**src/rtl/hack_cpu_pkg.sv**
```systemverilog
// hack_cpu_pkg
// Shared definitions for the multi-cycle Hack CPU: the control state
// encoding, the bit positions of the instruction fields and the ALU
// control bit positions inside the comp field.
// Ports: none (package).
package hack_cpu_pkg;

    typedef enum logic [2:0] {
        BOOT   = 3'd0,
        FETCH  = 3'd1,
        MREAD  = 3'd2,
        EXEC   = 3'd3,
        MWRITE = 3'd4
    } state_t;

    // Instruction word fields
    localparam int IR_CI   = 15;  // 1 = C-instruction, 0 = A-instruction
    localparam int IR_A    = 12;  // ALU y operand: 1 = M, 0 = A
    localparam int COMP_HI = 11;
    localparam int COMP_LO = 6;

    // Destination bits
    localparam int DEST_A  = 5;
    localparam int DEST_D  = 4;
    localparam int DEST_M  = 3;

    // Jump bits {lt, eq, gt}
    localparam int JMP_LT  = 2;
    localparam int JMP_EQ  = 1;
    localparam int JMP_GT  = 0;

    // Bit positions inside the 6-bit comp field
    localparam int ALU_ZX  = 5;
    localparam int ALU_NX  = 4;
    localparam int ALU_ZY  = 3;
    localparam int ALU_NY  = 2;
    localparam int ALU_F   = 1;
    localparam int ALU_NO  = 0;

endpackage

```
**src/rtl/hack_alu.sv**
```systemverilog
// hack_alu
// Purely combinational Hack ALU at DATA_W bits. Arithmetic wraps modulo
// 2^DATA_W; there is no carry out.
// Ports:
//   x, y  in  DATA_W  operands (x = D, y = A or M)
//   ctrl  in  6       comp field {zx, nx, zy, ny, f, no}
//   out   out DATA_W  result
//   zr    out 1       out == 0
//   ng    out 1       out is negative (MSB set)
module hack_alu
    import hack_cpu_pkg::*;
#(
    parameter int DATA_W = 16
) (
    input  logic signed [DATA_W-1:0] x,
    input  logic signed [DATA_W-1:0] y,
    input  logic        [5:0]        ctrl,
    output logic signed [DATA_W-1:0] out,
    output logic                     zr,
    output logic                     ng
);

    logic signed [DATA_W-1:0] x_z;
    logic signed [DATA_W-1:0] x_n;
    logic signed [DATA_W-1:0] y_z;
    logic signed [DATA_W-1:0] y_n;
    logic signed [DATA_W-1:0] f_out;

    always_comb begin
        x_z   = ctrl[ALU_ZX] ? '0 : x;
        x_n   = ctrl[ALU_NX] ? ~x_z : x_z;
        y_z   = ctrl[ALU_ZY] ? '0 : y;
        y_n   = ctrl[ALU_NY] ? ~y_z : y_z;
        f_out = ctrl[ALU_F]  ? (x_n + y_n) : (x_n & y_n);
        out   = ctrl[ALU_NO] ? ~f_out : f_out;
        zr    = (out == '0);
        ng    = out[DATA_W-1];
    end

endmodule

```
**src/rtl/hack_cpu_mc.sv**
```systemverilog
// hack_cpu_mc
// Multi-cycle Hack CPU with req/ack instruction and data memory ports.
// State sequence: BOOT -> FETCH -> [MREAD] -> EXEC -> [MWRITE] -> FETCH.
// Optional feature: define HACK_CPU_INSTRET_EN to add a 32-bit retired
// instruction counter output (instret).
// Ports:
//   clk, rst            clock, asynchronous active-high reset
//   imem_req/addr       instruction fetch request, address (= pc)
//   imem_rdata/ack      instruction word, fetch complete
//   dmem_req/we/addr    data access request, write enable, address (old A)
//   dmem_wdata          ALU result for writes
//   dmem_rdata/ack      read data, access complete
//   pc                  current program counter
//   instret             retired instruction count (HACK_CPU_INSTRET_EN only)
module hack_cpu_mc
    import hack_cpu_pkg::*;
#(
    parameter int                DATA_W   = 16,
    parameter int                ADDR_W   = 15,
    parameter logic [ADDR_W-1:0] RESET_PC = '0
) (
    input  logic              clk,
    input  logic              rst,
    output logic              imem_req,
    output logic [ADDR_W-1:0] imem_addr,
    input  logic [15:0]       imem_rdata,
    input  logic              imem_ack,
    output logic              dmem_req,
    output logic              dmem_we,
    output logic [ADDR_W-1:0] dmem_addr,
    output logic [DATA_W-1:0] dmem_wdata,
    input  logic [DATA_W-1:0] dmem_rdata,
    input  logic              dmem_ack,
    output logic [ADDR_W-1:0] pc
`ifdef HACK_CPU_INSTRET_EN
    ,
    output logic [31:0]       instret
`endif
);

    state_t                   state;
    logic        [15:0]       ir;
    logic signed [DATA_W-1:0] a;
    logic signed [DATA_W-1:0] d;
    logic signed [DATA_W-1:0] mdr;
    logic signed [DATA_W-1:0] wq;
    // Only the address bits of the pre-instruction A are ever used
    logic        [ADDR_W-1:0] aq;

    logic signed [DATA_W-1:0] alu_y;
    logic signed [DATA_W-1:0] alu_out;
    logic                     alu_zr;
    logic                     alu_ng;
    logic                     jump_take;
    logic        [ADDR_W-1:0] pc_next_seq;

    assign alu_y       = ir[IR_A] ? mdr : a;
    assign pc_next_seq = pc + ADDR_W'(1);
    assign jump_take   = (ir[JMP_LT] & alu_ng)
                       | (ir[JMP_EQ] & alu_zr)
                       | (ir[JMP_GT] & ~alu_zr & ~alu_ng);

    hack_alu #(
        .DATA_W (DATA_W)
    ) u_alu (
        .x    (d),
        .y    (alu_y),
        .ctrl (ir[COMP_HI:COMP_LO]),
        .out  (alu_out),
        .zr   (alu_zr),
        .ng   (alu_ng)
    );

    // Memory-side outputs come straight from registers so they stay stable
    // for the whole handshake.
    assign imem_addr  = pc;
    assign dmem_addr  = aq;
    assign dmem_wdata = wq;

    always_ff @(posedge clk or posedge rst) begin
        if (rst) begin
            state    <= BOOT;
            pc       <= RESET_PC;
            ir       <= '0;
            a        <= '0;
            d        <= '0;
            aq       <= '0;
            mdr      <= '0;
            wq       <= '0;
            imem_req <= 1'b0;
            dmem_req <= 1'b0;
            dmem_we  <= 1'b0;
        end else begin
            case (state)
                BOOT: begin
                    state    <= FETCH;
                    imem_req <= 1'b1;
                end

                FETCH: begin
                    if (imem_ack) begin
                        ir       <= imem_rdata;
                        aq       <= a[ADDR_W-1:0];
                        imem_req <= 1'b0;
                        // Decode directly from the incoming word so the M read
                        // request is raised on the same edge the fetch ends.
                        if (imem_rdata[IR_CI] && imem_rdata[IR_A]) begin
                            state    <= MREAD;
                            dmem_req <= 1'b1;
                            dmem_we  <= 1'b0;
                        end else begin
                            state <= EXEC;
                        end
                    end
                end

                MREAD: begin
                    if (dmem_ack) begin
                        mdr      <= dmem_rdata;
                        dmem_req <= 1'b0;
                        state    <= EXEC;
                    end
                end

                EXEC: begin
                    if (!ir[IR_CI]) begin
                        a        <= {{(DATA_W-15){1'b0}}, ir[14:0]};
                        pc       <= pc_next_seq;
                        state    <= FETCH;
                        imem_req <= 1'b1;
                    end else begin
                        if (ir[DEST_A]) a <= alu_out;
                        if (ir[DEST_D]) d <= alu_out;
                        wq <= alu_out;
                        pc <= jump_take ? aq : pc_next_seq;
                        if (ir[DEST_M]) begin
                            state    <= MWRITE;
                            dmem_req <= 1'b1;
                            dmem_we  <= 1'b1;
                        end else begin
                            state    <= FETCH;
                            imem_req <= 1'b1;
                        end
                    end
                end

                MWRITE: begin
                    if (dmem_ack) begin
                        dmem_req <= 1'b0;
                        dmem_we  <= 1'b0;
                        state    <= FETCH;
                        imem_req <= 1'b1;
                    end
                end

                default: begin
                    state    <= BOOT;
                    imem_req <= 1'b0;
                    dmem_req <= 1'b0;
                    dmem_we  <= 1'b0;
                end
            endcase
        end
    end

`ifdef HACK_CPU_INSTRET_EN
    logic retire;

    // An instruction retires in EXEC unless it still owes an M write, in
    // which case it retires when that write is acknowledged.
    assign retire = ((state == EXEC) && !(ir[IR_CI] && ir[DEST_M]))
                  || ((state == MWRITE) && dmem_ack);

    always_ff @(posedge clk or posedge rst) begin
        if (rst) begin
            instret <= '0;
        end else if (retire) begin
            instret <= instret + 32'd1;
        end
    end
`endif

endmodule

```
**config.mk**
```make
export PLATFORM = sky130hd
export DESIGN_NAME = hack_cpu_mc
export DESIGN_NICKNAME = d
export VERILOG_FILES = /design/src/rtl/hack_cpu_pkg.sv /design/src/rtl/hack_alu.sv /design/src/rtl/hack_cpu_mc.sv
export SDC_FILE = /design/constraint.sdc
export NUM_CORES = 1
export LEC_CHECK = 0
export CAP_MARGIN = 20
export CORE_ASPECT_RATIO = 1.5
export CORE_MARGIN = 4
export CORE_UTILIZATION = 57
export CTS_BUF_LIST = sky130_fd_sc_hd__clkbuf_4
export CTS_CLUSTER_DIAMETER = 40
export DETAILED_ROUTE_END_ITERATION = 10
export PLACE_DENSITY = 0.89
export SKIP_CTS_REPAIR_TIMING = 1
export SLEW_MARGIN = 10
export SYNTH_ARGS = -nofsm -noshare
export SYNTH_HDL_FRONTEND = slang
export SYNTH_SLANG_ARGS = --single-unit
```
**constraint.sdc**
```tcl
create_clock -name clk -period 5.51 [get_ports clk]
set_clock_uncertainty 0.15 [all_clocks]
set_input_delay 0.551 -clock clk [delete_from_list [all_inputs] [get_ports clk]]
set_output_delay 0.551 -clock clk [all_outputs]
set_load 0.005 [all_outputs]
```
# Yosys cells after proc, flatten, opt, wreduce, memory -nomap -nowiden
# Cells that the tools add are included.
# op_classes
div,0
reduce_logical,14
eq_ne,13
add_sub_neg,2
n_mux,32
n_mul,0
n_lt_le_gt_ge,0
n_bitwise,15
n_shift,0
# op_table
cell,n
16-bit two-way mux,9
16-bit NOT,3
15-bit two-way mux,2
16-bit adder,1
16-bit bitwise AND,1
16-bit zero test,1
"15-bit by 1-bit adder with 15-bit output, second input constant",1
3-bit two-way mux,5
3-bit case mux with 5 select lines,1
"2-bit inequality test, second input constant",7
1-bit two-way mux,12
6-bit AND reduction,2
1-bit case mux with 4 select lines,2
2-bit AND reduction,4
"3-bit by 2-bit equality test with 1-bit output, second input constant",2
3-bit AND reduction,2
1-bit NOT,5
1-bit case mux with 5 select lines,1
1-bit bitwise AND,4
4-bit AND reduction,1
2-bit OR reduction,2
"3-bit by 1-bit equality test with 1-bit output, second input constant",1
"3-bit equality test, second input constant",1
3-bit zero test,1
4 further kinds,5
# word_totals
in_bits,36
memories,0
reg_bits,116
word_cells,87
mem_bits_rw,0
latchBits,0
out_inout_bits,64
mem_bits_ro,0

# Longest topological paths before layout
# Gate-level depths: netlist of run 1.
# logic_depth
ltp_word,15
ltp_mapped,18
mapped_depth_nobuf,16

# Hierarchy
# From an unflattened synthesis of run 1, not the netlist that was laid out.
# hier_totals
cells_unflattened,673
area_unflattened_um2,7330.8
# modules_own_cells
mod,cells_per_inst,seq_area_each_um2,area_each_um2,instances
hack_cpu_mc,438,2902.8,5579.1,1
hack_alu,235,0.0,1751.7,1

# Worst setup path after synthesis of run 1
# No wires, ideal clock.
# synth_timing
path_type,flip-flop to flip-flop
start,register ir[12]
end,"register pc[5], in the netlist imem_addr[5]"
period_less_slack_ns,4.673
stages_incl_launch_ff,19
required_time_ns,5.234
setup_ns,0.126
arrival_time_ns,4.397
path_slack_ns,0.837
path_buffers,3
cell_sequence,dfrtp_1 > clkbuf_1 > clkbuf_1 > mux2i_1 > nor2_1 > xor2_1 > ha_1 > o211ai_1 > o211a_1 > or3_1 > a31oi_1 > xnor2_1 > and4_1 > and4_4 > nand3_1 > a311oi_2 > buf_6 > a21oi_2 > a311o_1
# synth_between
elab_chain_len,15
elab_cells_between_ends,20
cone_classes,add/sub: 1; mux: 7; bitwise: 11; reduce/logical: 1
# synth_rtl
element,line,source
from (decl),hack_cpu_mc.sv:42,logic [15:0] ir;
from (signal assigned),hack_cpu_mc.sv:102,ir <= imem_rdata;
16-bit two-way mux *,hack_cpu_mc.sv:57,assign alu_y = ir[IR_A] ? mdr : a;
16-bit two-way mux *,hack_alu.sv:32,y_z = ctrl[ALU_ZY] ? '0 : y;
16-bit NOT,hack_alu.sv:33,y_n = ctrl[ALU_NY] ? ~y_z : y_z;
16-bit two-way mux *,hack_alu.sv:33,
16-bit adder / 16-bit bitwise AND (equally long branches),hack_alu.sv:34,f_out = ctrl[ALU_F] ? (x_n + y_n) : (x_n & y_n);
16-bit two-way mux *,hack_alu.sv:34,
16-bit NOT,hack_alu.sv:35,out = ctrl[ALU_NO] ? ~f_out : f_out;
16-bit two-way mux *,hack_alu.sv:35,
16-bit zero test,hack_alu.sv:36,zr = (out == '0);
1-bit NOT,hack_cpu_mc.sv:61,| (ir[JMP_GT] & ~alu_zr & ~alu_ng);
1-bit bitwise AND (2 in a row),hack_cpu_mc.sv:61,
1-bit OR *,hack_cpu_mc.sv:61,
15-bit two-way mux *,hack_cpu_mc.sv:135,pc <= jump_take ? aq : pc_next_seq;
15-bit two-way mux *,hack_cpu_mc.sv:126,if (!ir[IR_CI]) begin
to (signal assigned),hack_cpu_mc.sv:128,pc <= pc_next_seq;
to (signal assigned),hack_cpu_mc.sv:135,
to (decl),hack_cpu_mc.sv:34,output logic [ADDR_W-1:0] pc
# Every way passes the cells marked *; elsewhere a longest branch is shown, timed or not.
# A chain may end at the register's enable or synchronous reset.

# Worst setup path after layout of run 1
# Ends and elaborated chain as after synthesis.

==> impl_results.md, run 1 <==
- Die H: 144 um
- Post-route ant nets: 0
- Top fanout value on the critical path: 30
- Netlist cell types: 69
- H-tree depth: 4
- Syn Area/Cell: roughly 10 um^2
- Fraction of layout cells with a size suffix above 1: between 10% and 20%
- TNS Setup: 0 ps
- Gr usage total: 25.8%
- Buffers on Ports: between 90 and 100
- Die area: 14100 um^2
- Unrepaired setup endpoints after global routing: no
- Mapped Area: between 6000 and 7000 um^2
- Largest net degree at the start of global routing: 78
- Rows: 49
- R2r worst-path depth: 17
- CP peak stage delay: between 600 and 700 ps
- Core area: 12000 um^2
- Nets@finish: about 840
- Vias: approximately 5800
- Max-slew headroom: between 20 and 30%
- Yosys warns: 0
- Startpoint Class: flip-flop
- TritonCTS sink count: ~120
- Vias per cell: between 6 and 7
- Starting Density: 58.2%
- Worst min-delay path class: reg2reg
- Yosys reg bits: about 120
- Hold Crit Endpoint: dmem_wdata[6]
- Cell area after layout: approximately 8300 um^2
- Placed Area: between 7000 and 8000 um^2
- Synth area leaders: dfrtp_1 (42%), mux2_2 (8.9%), mux2i_1 (5.3%), o21ai_0 (4.4%), nand2_1 (3.9%)
- Fmax: roughly 200 MHz
- Slew @ Worst Pin: ~1100 ps
- Fill cell count: 887
- Compound-gate portion of the synthesized area: roughly 14%
- Worst path slowest cell: dfrtp_1
- Drt first-iter violations: about 370
- Crit. End Element: flip-flop
- Final Critical Period: 4990 ps
- Post-synth top area share: 41.5%
- Max-slew violations: 0
- Routed WL: 17600 um
- Tcrit/Tclk final: about nine tenths
- CTS tree: done
- EDFF count, synth: 0
- Critical path buffer and inverter count: 1
- CTS max path bufs: 2
- R2R Path End: imem_addr[5]
- First-pass GRT wire length: slightly below 30000 um
- Register-to-register setup slack: slightly above 500 ps
- Mapped Nets: 767
- Drt pass-1 iters: 5
- Critical path type: reg2reg
- Footprint of the multi-input gates: 3720 um^2
- Reg area: between 2000 and 3000 um^2
- Hold Vio Cnt, Final: 0
- Hold_sp: dmem_wdata[6]
- Mux contribution to synthesized area: 14.2%
- # Max-Cap Violations: 0
- Worst reg2reg startpoint: ir[12]
- Arrival time worst endpoint: roughly 5300 ps
- Post-Synth Simple-Gate Area: 14.8%
- CP Data Required Time: just under 6000 ps
- Post-Syn Instances: 713
- I/O pin count: 100
- Clock transition at the registers of the reported paths: approximately 110 ps
- Synth async-reset ratio: 100%
- HPWL Detailed: 12600 um
- Leading area contributor after synthesis: dfrtp_1
- Most common cell in the synthesized netlist: dfrtp_1
- Clk root buf: clkbuf_4
- Largest family of logic cells by synthesized area: simple AND/OR/NAND/NOR gates
- Outcome: finished clean
- Synth top cells by count: dfrtp_1 (116), nand2_1 (73), o21ai_0 (62)
- Sequential area share after synthesis: 41.5%
- Final Wtd Congestion: 0.950
- Crit path max-delay family: compound AO/OA/AOI/OAI gates
- Post-synthesis xor/xnor area fraction: under 10%
- Setup-failing EPs final: 0
- Initial antenna violation count: 1
- Total gr overflow: 0
- Layout Area Growth over Synthesis: 19.4%
- Vias in the first global route: between 5000 and 6000
- Skew-Pair Late Insertion Delay: between 500 and 600 ps
- Synth Flop Type: dfrtp_1
- # DRC: 0
- DR WL/cell: about 18 um
- CTS Buf Count: 17
- Adder-cell share of the synthesized area: 3.47%
- Hold Path Depth: 2
- Chip width: between 90 and 100 um
- Crit-path cells: mux2i_1 > nor2_1 > xor2_1 > ha_1 > fa_1 > a211oi_1 > o211a_1 > o21ai_1 > a311oi_1 > a311oi_2 > xnor2_1 > nor3_1 > a21bo_4 > a311oi_4 > buf_4 > a21oi_2 > a311o_1
## metal layers
layer | vias to the layer above | global-route usage (%) | part of all wire (%)
met4 | 0 | 13.1 | 4.0
met3 | 53 | 5.20 | 5.9
met1 | 2843 | 29.5 | 37
met2 | 226 | 45.6 | 53
li1 | 2642 | - | -
met5 | - | 0 | 0
## worst min-delay path: stages, from the launching register on
cell	delay, ps
dfrtp_1	360
nand2_1	50
o21ai_0	60
## layout by cell type, fill, tap and decap left out, types with 11 or more instances in the layout
| cell type | instances |
|---|---|
| clkbuf_4 | 17 |
| nand2b_1 | 19 |
| xor2_1 | 26 |
| buf_4 | 13 |
| ha_1 | 17 |
| xnor2_1 | 26 |
| dfrtp_1 | 116 |
| clkdlybuf4s50_1 | 99 |
| nand2_1 | 73 |
| mux2_2 | 55 |
| nand3_1 | 13 |
| inv_1 | 18 |
| a21oi_1 | 24 |
| o21ai_0 | 61 |
| and3_1 | 11 |
| mux2i_1 | 37 |
| nor2_1 | 47 |
## metrics by stage
| stage | worst slack, ps | utilization (%) | hold WS (ps) | std cells |
|---|---|---|---|---|
| 6_report | 515 | 69.4 | 339 | 955 |
| 5_1_grt | 191 | 69.4 | 380 | 955 |
| 4_1_cts | 534 | 69.2 | 351 | 953 |
| 3_5_place_dp | 557 | 66.4 | 325 | 921 |
| 3_3_place_gp | 677 | 66.4 | 314 | 921 |
| 2_1_floorplan | 837 | - | 299 | 713 |
## cells by family after synthesis
group	after synthesis
DFF	116
xor gates and xnor gates	53
AOI/OAI and AO/OA	147
muxes	92
and+or+nand+nor	210
buffers and inverters	76
adders and majority gates	19
## worst max-delay path by stage
| stage | startpoint | to | depth (start not counted) |
|---|---|---|---|
| 2_1_floorplan | ir[12] | imem_addr[5] | 18 |
| 3_3_place_gp | ir[12] | imem_addr[5] | 17 |
| 3_5_place_dp | ir[12] | imem_addr[5] | 17 |
| 4_1_cts | ir[12] | imem_addr[5] | 17 |
| 5_1_grt | ir[12] | imem_addr[5] | 17 |
| 6_report | ir[12] | imem_addr[5] | 17 |
## sequential cells by signal, summed over array words and instances, names as in the netlist
| signal | flops |
|---|---|
| a | 16 |
| d | 16 |
| dmem_wdata | 16 |
| ir | 16 |
| mdr | 16 |
| dmem_addr | 15 |
| imem_addr | 15 |
| state | 3 |
| dmem_req | 1 |
| dmem_we | 1 |
| imem_req | 1 |
## layout make-up
type	count	share of cell area (%)
multi-input cells	521	44.6
flip-flops and latches	116	34.8
repair buffers	113	13.3
clock inverters	15	2.47
well taps	153	2.29
clock buffers	17	1.53
inverters	19	0.885
diodes	1	0.0300
Power of run 1 is not shown: default switching activity piles up to over one toggle a cycle in this logic, so the estimate is an artifact.
==> inputs of run 2 (changes only) <==
- PLACE_DENSITY: 0.89 -> 0.88
- SYNTH_HIERARCHICAL: unset -> 1
==> impl_results.md, run 2 <==
- Outcome: finished clean
- CP Launch Point: ir[12]
- Synth top cells by count: dfrtp_1 (116), mux2_2 (66), xnor2_1 (49)
- Die H: approximately 150 um
- CTS max path bufs: 2
- Nets@finish: between 700 and 800
- Slew @ Worst Pin: between 1000 and 1500 ps
- Buffers on Ports: just under 100
- Max-slew headroom: 26.7%
- Clock transition at the registers of the reported paths: ~110 ps
- Crit. End Element: flip-flop
- Yosys reg bits: ~120
- Fmax: 204 MHz
- Critical path type: reg2reg
- Rows: 50
- Largest net degree at the start of global routing: 70
- Commonest non-fill, non-tap cell in the layout: dfrtp_1
- Layout Area Growth over Synthesis: 16.9%
- Post-synth top area share: 39.6%
- Yosys warns: 6
- Initial antenna violation count: 1
- Arrival time worst endpoint: about 5000 ps
- Max-slew violations: 0
- Most frequent cells in the layout: dfrtp_1 (116), clkdlybuf4s50_1 (99), mux2_2 (66), xnor2_1 (49), nand2_1 (42)
- EDFF count, synth: 0
- Worst min-delay path class: reg2reg
- Starting Density: between 50% and 60%
- Mapped Area: about 7300 um^2
- Setup-failing EPs final: 0
- Hold_sp: dmem_wdata[11]
- Clk root buf: clkbuf_4
- Core area: ~13000 um^2
- TNS Setup: 0 ps
- # DRC: 0
- Mapped Nets: around 730
- HPWL Detailed: between 10000 and 15000 um
- TritonCTS sink count: between 100 and 150
- Tcrit/Tclk final: around nine tenths
- DR WL/cell: around 20 um
- Vias: approximately 5600
- Synth async-reset ratio: 100%
- Fraction of layout cells with a size suffix above 1: around a fifth
- H-tree depth: 4
- CTS Buf Count: 17
- Post-Syn Instances: between 600 and 700
- # Max-Cap Violations: 0
- Drt pass-1 iters: 5
- Worst reg2reg startpoint: ir[12]
- Final Wtd Congestion: about 0.89
- CTS tree: done
- Routed WL: roughly 18000 um
- Startpoint Class: flip-flop
- Die area: 14800 um^2
- I/O pin count: 100
- Setup WS post-layout: 596 ps
- Post-route ant nets: 0
- Vias in the first global route: between 5000 and 6000
- Sequential area share after synthesis: 39.6%
- Most common cell in the synthesized netlist: dfrtp_1
- Gr usage total: roughly a quarter
- Final Critical Period: 4910 ps
- CP Data Required Time: 5750 ps
- Unrepaired setup endpoints after global routing: no
- First-pass GRT wire length: 29600 um
- Netlist cell types: between 60 and 70
- Dpl ws: ~640 ps
- Vias per cell: 6.10
- Synth area leaders: dfrtp_1 (40%), mux2_2 (10%), xnor2_1 (5.9%), mux2_4 (5.7%), mux2i_1 (4.9%)
- Top fanout value on the critical path: 30
- Hold Vio Cnt, Final: 0
- Drt first-iter violations: roughly 310
- Skew-Pair Late Insertion Delay: ~540 ps
- Chip width: 101 um
- Leading area contributor after synthesis: dfrtp_1
- Synth Flop Type: dfrtp_1
- Syn Area/Cell: between 10 and 15 um^2
- Hold_ws: roughly 360 ps
- Total gr overflow: 0
==> run 2: cell types whose count changed after synthesis, sizes merged, moves of 8 or more <==
cell,before,now
a22oi,8,0
clkbuf,29,17
nand3,13,21
xor2,27,6
buf,28,41
o21ai,66,32
xnor2,26,49
nand2b,19,36
nor2,47,10
a2bb2oi,0,12
mux2,55,95
nand2,73,42
==> run 2: final cells by class <==
type	count	area, um^2
multi-input combinational	486	4010
fill	929	3940
sequential	116	2900
timing repair buffer	108	1070
clock inverter	14	209
tap	156	195
clock buffer	17	128
inverter	13	51.3
antenna	1	2.50
==> run 2: worst max-delay path, cell delays in order (launching register included) <==
cell	delay, ps
dfrtp_1	570
mux2_2	380
nand2b_1	90
xnor2_1	70
ha_1	250
fa_1	430
a21o_1	220
a221oi_1	320
xnor2_1	160
mux2i_1	110
xnor2_1	220
a2111oi_0	550
nand2_1	150
nor4_2	220
nor3b_1	100
o21ai_2	220
buf_12	230
mux2i_1	220
o22ai_1	100
==> run 2: cells by family after synthesis <==
logic type	after synthesis	synth area share, %
AO/OA/AOI/OAI	113	10.1
multiplexers	131	20.9
AND/OR/NAND/NOR	169	13.9
XOR/XNOR	55	6.57
buffers and inverters	71	5.73
adder cells (fa/ha/maj)	18	3.17
flip-flops	116	39.6
==> run 2: per-layer routing <==
layer	up-vias	global-route usage, %	routed length [um]
li1	2560	-	-
met1	2726	29.9	6930
met2	230	45.0	9780
met3	44	3.61	948
met4	0	12.5	642
met5	-	0	0
==> run 2: path summary, 6_finish.rpt <==
path	end	cells past startpoint	slack, ps
worst max-delay path	imem_addr[7]	18	600
worst min-delay path	dmem_wdata[11]	1	360
worst max register to register	imem_addr[7]	18	600
worst min register to register	dmem_wdata[11]	1	360
max in group asynchronous	a[12]	3	3680
min in group asynchronous	dmem_addr[6]	2	380
==> run 2: per-stage QoR <==
stage | instance area [um^2] | utilization (%) | std cells
global route | 8570 | 68.5 | 911
CTS | 8570 | 68.5 | 910
floorplan | 7330 | - | 673
finish | 8570 | 68.5 | 911
global placement | 8230 | 65.8 | 879
detailed placement | 8230 | 65.8 | 879
Power of run 2 is left out for the same reason.
